**config.mk**
```make
export PLATFORM = sky130hd
export DESIGN_NAME = pkt_field_extractor
export DESIGN_NICKNAME = d
export VERILOG_FILES = /design/src/rtl/pkt_field_extractor.sv
export SDC_FILE = /design/constraint.sdc
export NUM_CORES = 1
export LEC_CHECK = 0
export BUFFER_PORTS_ARGS = -buffer_cell sky130_fd_sc_hd__buf_4
export CORE_MARGIN = 3
export CORE_UTILIZATION = 51
export CTS_CLUSTER_SIZE = 30
export DETAILED_ROUTE_END_ITERATION = 10
export PLACE_DENSITY = 0.85
export SYNTH_ARGS = -nofsm -noshare
export SYNTH_HDL_FRONTEND = slang
export SYNTH_SLANG_ARGS = --single-unit
```
**constraint.sdc**
```tcl
create_clock -name clk -period 2.6 [get_ports clk]
set_clock_uncertainty 0.2 [all_clocks]
set_input_delay 0.26 -clock clk [delete_from_list [all_inputs] [get_ports clk]]
set_output_delay 0.26 -clock clk [all_outputs]
set_load 0.01 [all_outputs]
```
**src/rtl/pkt_field_extractor.sv**
```systemverilog
// Byte-stream packet parser in front of the node-info stage: builds big-endian
// words, validates type/length/destination and strobes the decoded fields.
module pkt_field_extractor #(
    parameter int         MAX_WORDS = 16,
    parameter logic [2:0] IDLE_TYPE = 3'b111
) (
    input  logic        clk,
    input  logic        nrst,
    input  logic [7:0]  rx_data,
    input  logic        rx_valid,
    input  logic        rx_last,
    output logic        rx_ready,
    input  logic [15:0] myNodeID,
    output logic        en_MNI,
    output logic [2:0]  fPktType,
    output logic [15:0] src_ID,
    output logic [15:0] ch_ID,
    output logic [15:0] hops,
    output logic [15:0] e_max,
    output logic [15:0] e_min,
    output logic [15:0] e_threshold,
    output logic [15:0] timeslot,
    output logic        pkt_err
);
    localparam int MAXB = 2 * MAX_WORDS;
    localparam int CW   = $clog2((MAXB > 12 ? MAXB : 12) + 1);

    typedef enum logic [2:0] {
        S_IDLE, S_RECV, S_CHECK, S_EMIT, S_ERR, S_DROP1, S_DROP
    } state_t;

    state_t        state_q, state_d;
    logic [CW-1:0] cnt_q, cnt_d, cnt_inc, idx, minb;
    logic [7:0]    hi_q;
    logic [2:0]    typ_q;
    logic [15:0]   src_q, w2_q, w3_q, w4_q, w5_q;
    logic [15:0]   src_id_q, ch_id_q, hops_q;
    logic [15:0]   e_max_q, e_min_q, e_thr_q, ts_q;
    logic [15:0]   word;
    logic          acc, in_pkt, sup, ok;

    assign acc     = rx_valid & rx_ready;
    assign in_pkt  = (state_q == S_IDLE) | (state_q == S_RECV);
    assign cnt_inc = cnt_q + 1'b1;
    assign idx     = (state_q == S_IDLE) ? '0 : cnt_q;
    assign word    = {hi_q, rx_data};

    // Minimum length in bytes per packet type
    always_comb begin
        sup  = 1'b1;
        minb = '0;
        case (typ_q)
            3'b000:  minb = CW'(12);
            3'b001:  minb = CW'(6);
            3'b100:  minb = CW'(8);
            3'b101:  minb = CW'(6);
            3'b110:  minb = CW'(4);
            default: sup  = 1'b0;
        endcase
    end

    assign ok = sup & ~cnt_q[0] & (cnt_q >= minb)
              & ((typ_q != 3'b100) | (w2_q == myNodeID));

    always_ff @(posedge clk) begin
        if (!nrst) state_q <= S_IDLE;
        else       state_q <= state_d;
    end

    always_comb begin
        state_d = state_q;
        unique case (state_q)
            S_IDLE:
                if (acc) state_d = rx_last ? S_CHECK : S_RECV;
            S_RECV:
                if (acc) begin
                    if (rx_last)                   state_d = S_CHECK;
                    else if (cnt_inc == CW'(MAXB)) state_d = S_DROP1;
                end
            S_CHECK: state_d = ok ? S_EMIT : S_ERR;
            S_EMIT:  state_d = S_IDLE;
            S_ERR:   state_d = S_IDLE;
            S_DROP1: state_d = (acc & rx_last) ? S_IDLE : S_DROP;
            S_DROP:  if (acc & rx_last) state_d = S_IDLE;
            default: state_d = S_IDLE;
        endcase
    end

    always_comb begin
        rx_ready = 1'b0;
        en_MNI   = 1'b0;
        pkt_err  = 1'b0;
        unique case (state_q)
            S_IDLE, S_RECV, S_DROP: rx_ready = nrst;
            S_DROP1: begin
                rx_ready = nrst;
                pkt_err  = 1'b1;
            end
            S_EMIT:  en_MNI  = 1'b1;
            S_ERR:   pkt_err = 1'b1;
            default: ;
        endcase
        fPktType = en_MNI ? typ_q : IDLE_TYPE;
    end

    always_comb begin
        cnt_d = cnt_q;
        if (acc && state_q == S_IDLE)      cnt_d = CW'(1);
        else if (acc && state_q == S_RECV) cnt_d = cnt_inc;
    end

    always_ff @(posedge clk) begin
        if (!nrst) begin
            cnt_q    <= '0;
            hi_q     <= '0;
            typ_q    <= '0;
            src_q    <= '0;
            w2_q     <= '0;
            w3_q     <= '0;
            w4_q     <= '0;
            w5_q     <= '0;
            src_id_q <= '0;
            ch_id_q  <= '0;
            hops_q   <= '0;
            e_max_q  <= '0;
            e_min_q  <= '0;
            e_thr_q  <= '0;
            ts_q     <= '0;
        end else begin
            cnt_q <= cnt_d;
            if (acc && in_pkt) begin
                if (!idx[0]) hi_q <= rx_data;
                else begin
                    case (int'(idx[CW-1:1]))
                        0:       typ_q <= hi_q[7:5];
                        1:       src_q <= word;
                        2:       w2_q  <= word;
                        3:       w3_q  <= word;
                        4:       w4_q  <= word;
                        5:       w5_q  <= word;
                        default: ;
                    endcase
                end
            end
            // Every supported type carries src; the rest depends on type
            if (state_q == S_CHECK && ok) begin
                src_id_q <= src_q;
                case (typ_q)
                    3'b000: begin
                        hops_q  <= (&w2_q) ? w2_q : w2_q + 16'd1;
                        e_max_q <= w3_q;
                        e_min_q <= w4_q;
                        e_thr_q <= w5_q;
                    end
                    3'b001:  ch_id_q <= w2_q;
                    3'b100:  ts_q    <= w3_q;
                    default: ;
                endcase
            end
        end
    end

    assign src_ID      = src_id_q;
    assign ch_ID       = ch_id_q;
    assign hops        = hops_q;
    assign e_max       = e_max_q;
    assign e_min       = e_min_q;
    assign e_threshold = e_thr_q;
    assign timeslot    = ts_q;

endmodule

```
==> results by stage <==
Status:
- The run finished with clean final reports.

STA:
- The worst hold-check slack is approximately 0.12 ns.
- For the pin with the worst max-slew slack, the measured transition is 0.960 ns.
- The maximum operating frequency is 394 MHz.
- Subtracting the final worst setup slack from the clock period gives around 2.5 ns.
- Dividing the final minimum period by the clock period gives 97.7%.
- In this run the tightest slew margin relative to its limit is between 30% and 40%.
- Setup violations remaining at the end of the flow were counted as 0.
- The number of pins exceeding their max-slew limit in the final report came to 0.
- The final-report hold violation count is 0.
- For the final routed database, the setup TNS stands at 0 ns.

Synthesis:
- Yosys mapped the design onto 58 distinct sky130hd cell types.
- The synthesized instance count is 984.
- The cell area that synthesis handed to floorplanning was 9030 um^2.
- Summing the sequential cell areas from Yosys gives 47.0% of the chip area.
- The total nets after synthesis is 1,017.
- Counting flops with an async set or reset pin after synthesis yields a share of 0%.
- The number of warnings reported in the yosys synthesis log is 0.
- Summed over all instances, the cell type with the most area after synthesis is dfxtp_1.
- For this run, the leading register cell type out of synthesis is dfxtp_1.
- Counting flops and latches in the post-synthesis netlist gives 212.
- In this run the mean area of a mapped cell was 9.18 um^2.
- The area fraction of the dominant cell type after synthesis is 47.0%.
- The number of enable-type register cells in the synthesized netlist is 0.
- After synthesis, the cell types taking the most area are dfxtp_1 47%, mux2i_1 12%, nand2_1 10%.

Power:
- The internal power of the cells totals ~5.5 mW.
- The worst-case IR drop observed on VDD is 636 uV.
- The overall power consumption is 7.06 mW.
- The reported leakage power is around 4.6 nW.
- The switching portion of total power is 22.0%.
- The part of the total power dissipated in the clock network is roughly 48%.
- The combinational share of power is 5.0%.
- The power per cell area is 613 nW/um^2.
- The power share of the sequential group is between 40% and 50%.
- The analysis attributes to net switching a power of 1.55 mW.

Final layout:
- The number of antenna repair diodes is 0.
- In the layout the commonest cells are 248 x nand2_1, 211 x dfxtp_1, 195 x buf_4.
- Fill cells in the final layout number roughly 1.4k.
- The final net count is between 1k and 1.5k.
- The library cell used most frequently in the layout, excluding fill and tap cells, is nand2_1.
- The fraction of layout instances using a drive strength above 1 is 22.2%.
- The final standard cell area without fillers is 11,500 um^2.
- The post-layout instance count excluding filler cells is 1,394.
- The signed area change from the synthesized netlist to the final layout is 27.5%.

Critical path:
- The largest fanout on the critical path is 8.
- The slowest cell on the critical path is dfxtp_2.
- The required arrival time at the worst endpoint is 2.80 ns.
- The delay contributed by the slowest stage of the critical path is approximately 0.34 ns.
- The critical path in this run is classified as reg -> reg.
- The dominant cell type by count on the critical path is buf_4.
- For the worst setup path, the data arrival time is around 2.7 ns.
- Across all register-to-register paths, the minimum setup slack is 0.06 ns.
- The startpoint identified for the worst register-to-register timing path is typ_q[0]$_SDFFE_PN0P_.
- The worst register-to-register path ends at ch_ID[0]$_SDFFE_PN0P_.
- The kind of capture point of the worst setup path is a register.
- The type of element launching the critical path is a register.
- The signal on the critical path passes through or2_2 -> ha_1 -> nor4_1 -> or2_4 -> buf_4 -> nor4_4 -> buf_4 -> buf_12 -> mux2i_2 -> nor2b_1.
- The depth of the worst register-to-register path is 10.

Global routing:
- Entering global routing, the biggest net connects 118 pins.
- The leftover overflow at the end of global routing is 0.
- The number of global-route vias before repair is 7,212.
- The global-route wire length before repair is 37,300 um.
- The initial antenna violation count is 0.
- The overall track demand over capacity in global routing is 23.2%.

Hold path:
- The depth of the worst hold-timing path is 3.
- The path with the worst hold slack has its endpoint at cnt_q[0]$_SDFFE_PN0P_.
- The class of the tightest hold or removal check is in -> reg.
- In this run the most critical hold path is launched from rx_valid.

Clock network:
- The clock insertion delay at the later pin of the skew report is 0.52 ns.
- The clock drives 212 sinks.
- The cell at the root of the clock tree is clkbuf_16.
- After clock tree synthesis, the clock-pin slew on the worst setup and hold paths is approximately 0.050 ns.
- Buffers inserted during clock tree synthesis total 23.
- In this run the number of H-tree levels came out at 1.
- The clock passes through at most 3 buffers.
- TritonCTS built the clock tree.

Drt:
- The total routed wirelength is 23,400 um.
- After the first detailed-routing iteration, the DRC count stood at 508.
- The routed layout has 7,417 vias.
- The number of iterations in the first detailed-routing pass is 5.
- The number of nets with antenna violations after routing is 0.
- The number of DRC violations after detailed routing is 0.
- The average vias per placed instance is 5.32.
- The final routed wire length divided by cell count is 16.8 um.

Placed design:
- Detailed placement ended at an HPWL of around 15,000 um.
- During placement, the flow inserted port buffers numbering 145.
- The placer congestion estimate is 0.890.
- The placed instance area is 10,500 um^2.
- Counting tap cells, the placed design contains a total of 1,341 instances.

Floorplanning:
- The number of ports placed on the die boundary is 146.
- The total die area is 19,300 um^2.
- The die boundary width is approximately 140 um.
- The floorplan has 48 rows.
- The die height is about 140 um.
- The area of the core region is 17,300 um^2.
- For this configuration, the core starts out at a cell density of 52.2%.

Run:
- The number of maximum-capacitance constraint violations is 0.
## per-stage QoR
step / setup WS, ns / utilization, %
after global placement: -0.0418 / 60.9
after CTS: 0.0456 / 66.1
final: 0.0600 / 66.6
after detailed placement: -0.144 / 60.9
after floorplan: 0.0544 / -
after global routing: -0.0361 / 66.6
## power by group through the flow
stage	clock network [mW]	logic [mW]	registers (mW)
floorplan	0	0.222	3.36
global placement	0	0.333	3.39
detailed placement	0	0.338	3.39
CTS	3.45	0.354	3.31
global route	3.59	0.383	3.32
finish	3.39	0.356	3.32
## synth_stat cells, drive strengths merged (10+ instances only)
library cell  number
dfxtp            212
o21ai             17
nor2              14
mux2i            109
a21oi             17
xnor2             10
nand3             15
a21boi            85
clkbuf            40
nor2b             80
xor2              20
buf               27
nand2            248
## cells by family after synthesis
kind of cell | Yosys count | synth area share [%]
AND/OR/NAND/NOR | 417 | 22.7
buffers and inverters | 73 | 3.82
AO/OA/AOI/OAI | 138 | 10.8
XOR/XNOR | 30 | 2.91
multiplexers | 109 | 12.1
adder cells (fa/ha/maj) | 5 | 0.693
flip-flops | 212 | 47.0
## worst max-delay path: cells and delay by family, from the launching register on
| kind | cells | cell delay, ns |
|---|---|---|
| AND/OR/NAND/NOR | 5 | 0.92 |
| buffers and inverters | 3 | 0.47 |
| flip-flops | 1 | 0.34 |
| adder cells (fa/ha/maj) | 1 | 0.29 |
| multiplexers | 1 | 0.20 |
## worst max path at each step
stage / slack (ns) / start / cells after the start / endpoint
after floorplan: 0.05 / cnt_q[1]$_SDFFE_PP0P_ / 9 / timeslot[10]$_SDFFE_PN0P_
after CTS: 0.05 / typ_q[0]$_SDFFE_PN0P_ / 8 / src_ID[7]$_SDFFE_PN0N_
after global routing: -0.04 / typ_q[0]$_SDFFE_PN0P_ / 10 / ch_ID[6]$_SDFFE_PN0P_
final: 0.06 / typ_q[0]$_SDFFE_PN0P_ / 10 / ch_ID[0]$_SDFFE_PN0P_
after detailed placement: -0.14 / typ_q[0]$_SDFFE_PN0P_ / 8 / src_ID[4]$_SDFFE_PN0N_
after global placement: -0.04 / typ_q[0]$_SDFFE_PN0P_ / 8 / src_ID[12]$_SDFFE_PN0N_
## what timing repair did
action                     in CTS  in global routing
gates cloned                    0                  1
hold endpoints to repair       76                  0
setup endpoints to repair      17                 53
buffers inserted                0                  3
hold buffers                   10                  0
gates resized for setup         2                  4
pin swaps                       0                  3
## routing by layer
metal	share of wire [%]	wire length, um	global-route usage [%]	up-vias
li1	-	-	-	3632
met1	43	10000	30.0	3512
met2	48	11300	39.5	233
met3	6.1	1440	4.24	40
met4	2.6	601	7.52	0
met5	0	0	0	-
## cell type report
type	instances	area (um^2)	share of cell area [%]
well taps	225	282	2.44
clock inverters	6	126	1.10
multi-input cells	699	4460	38.7
inverters	6	22.5	0.196
clock buffers	33	663	5.76
flip-flops and latches	212	4250	36.9
repair buffers	213	1720	14.9
(Power assumes the default switching activity.)
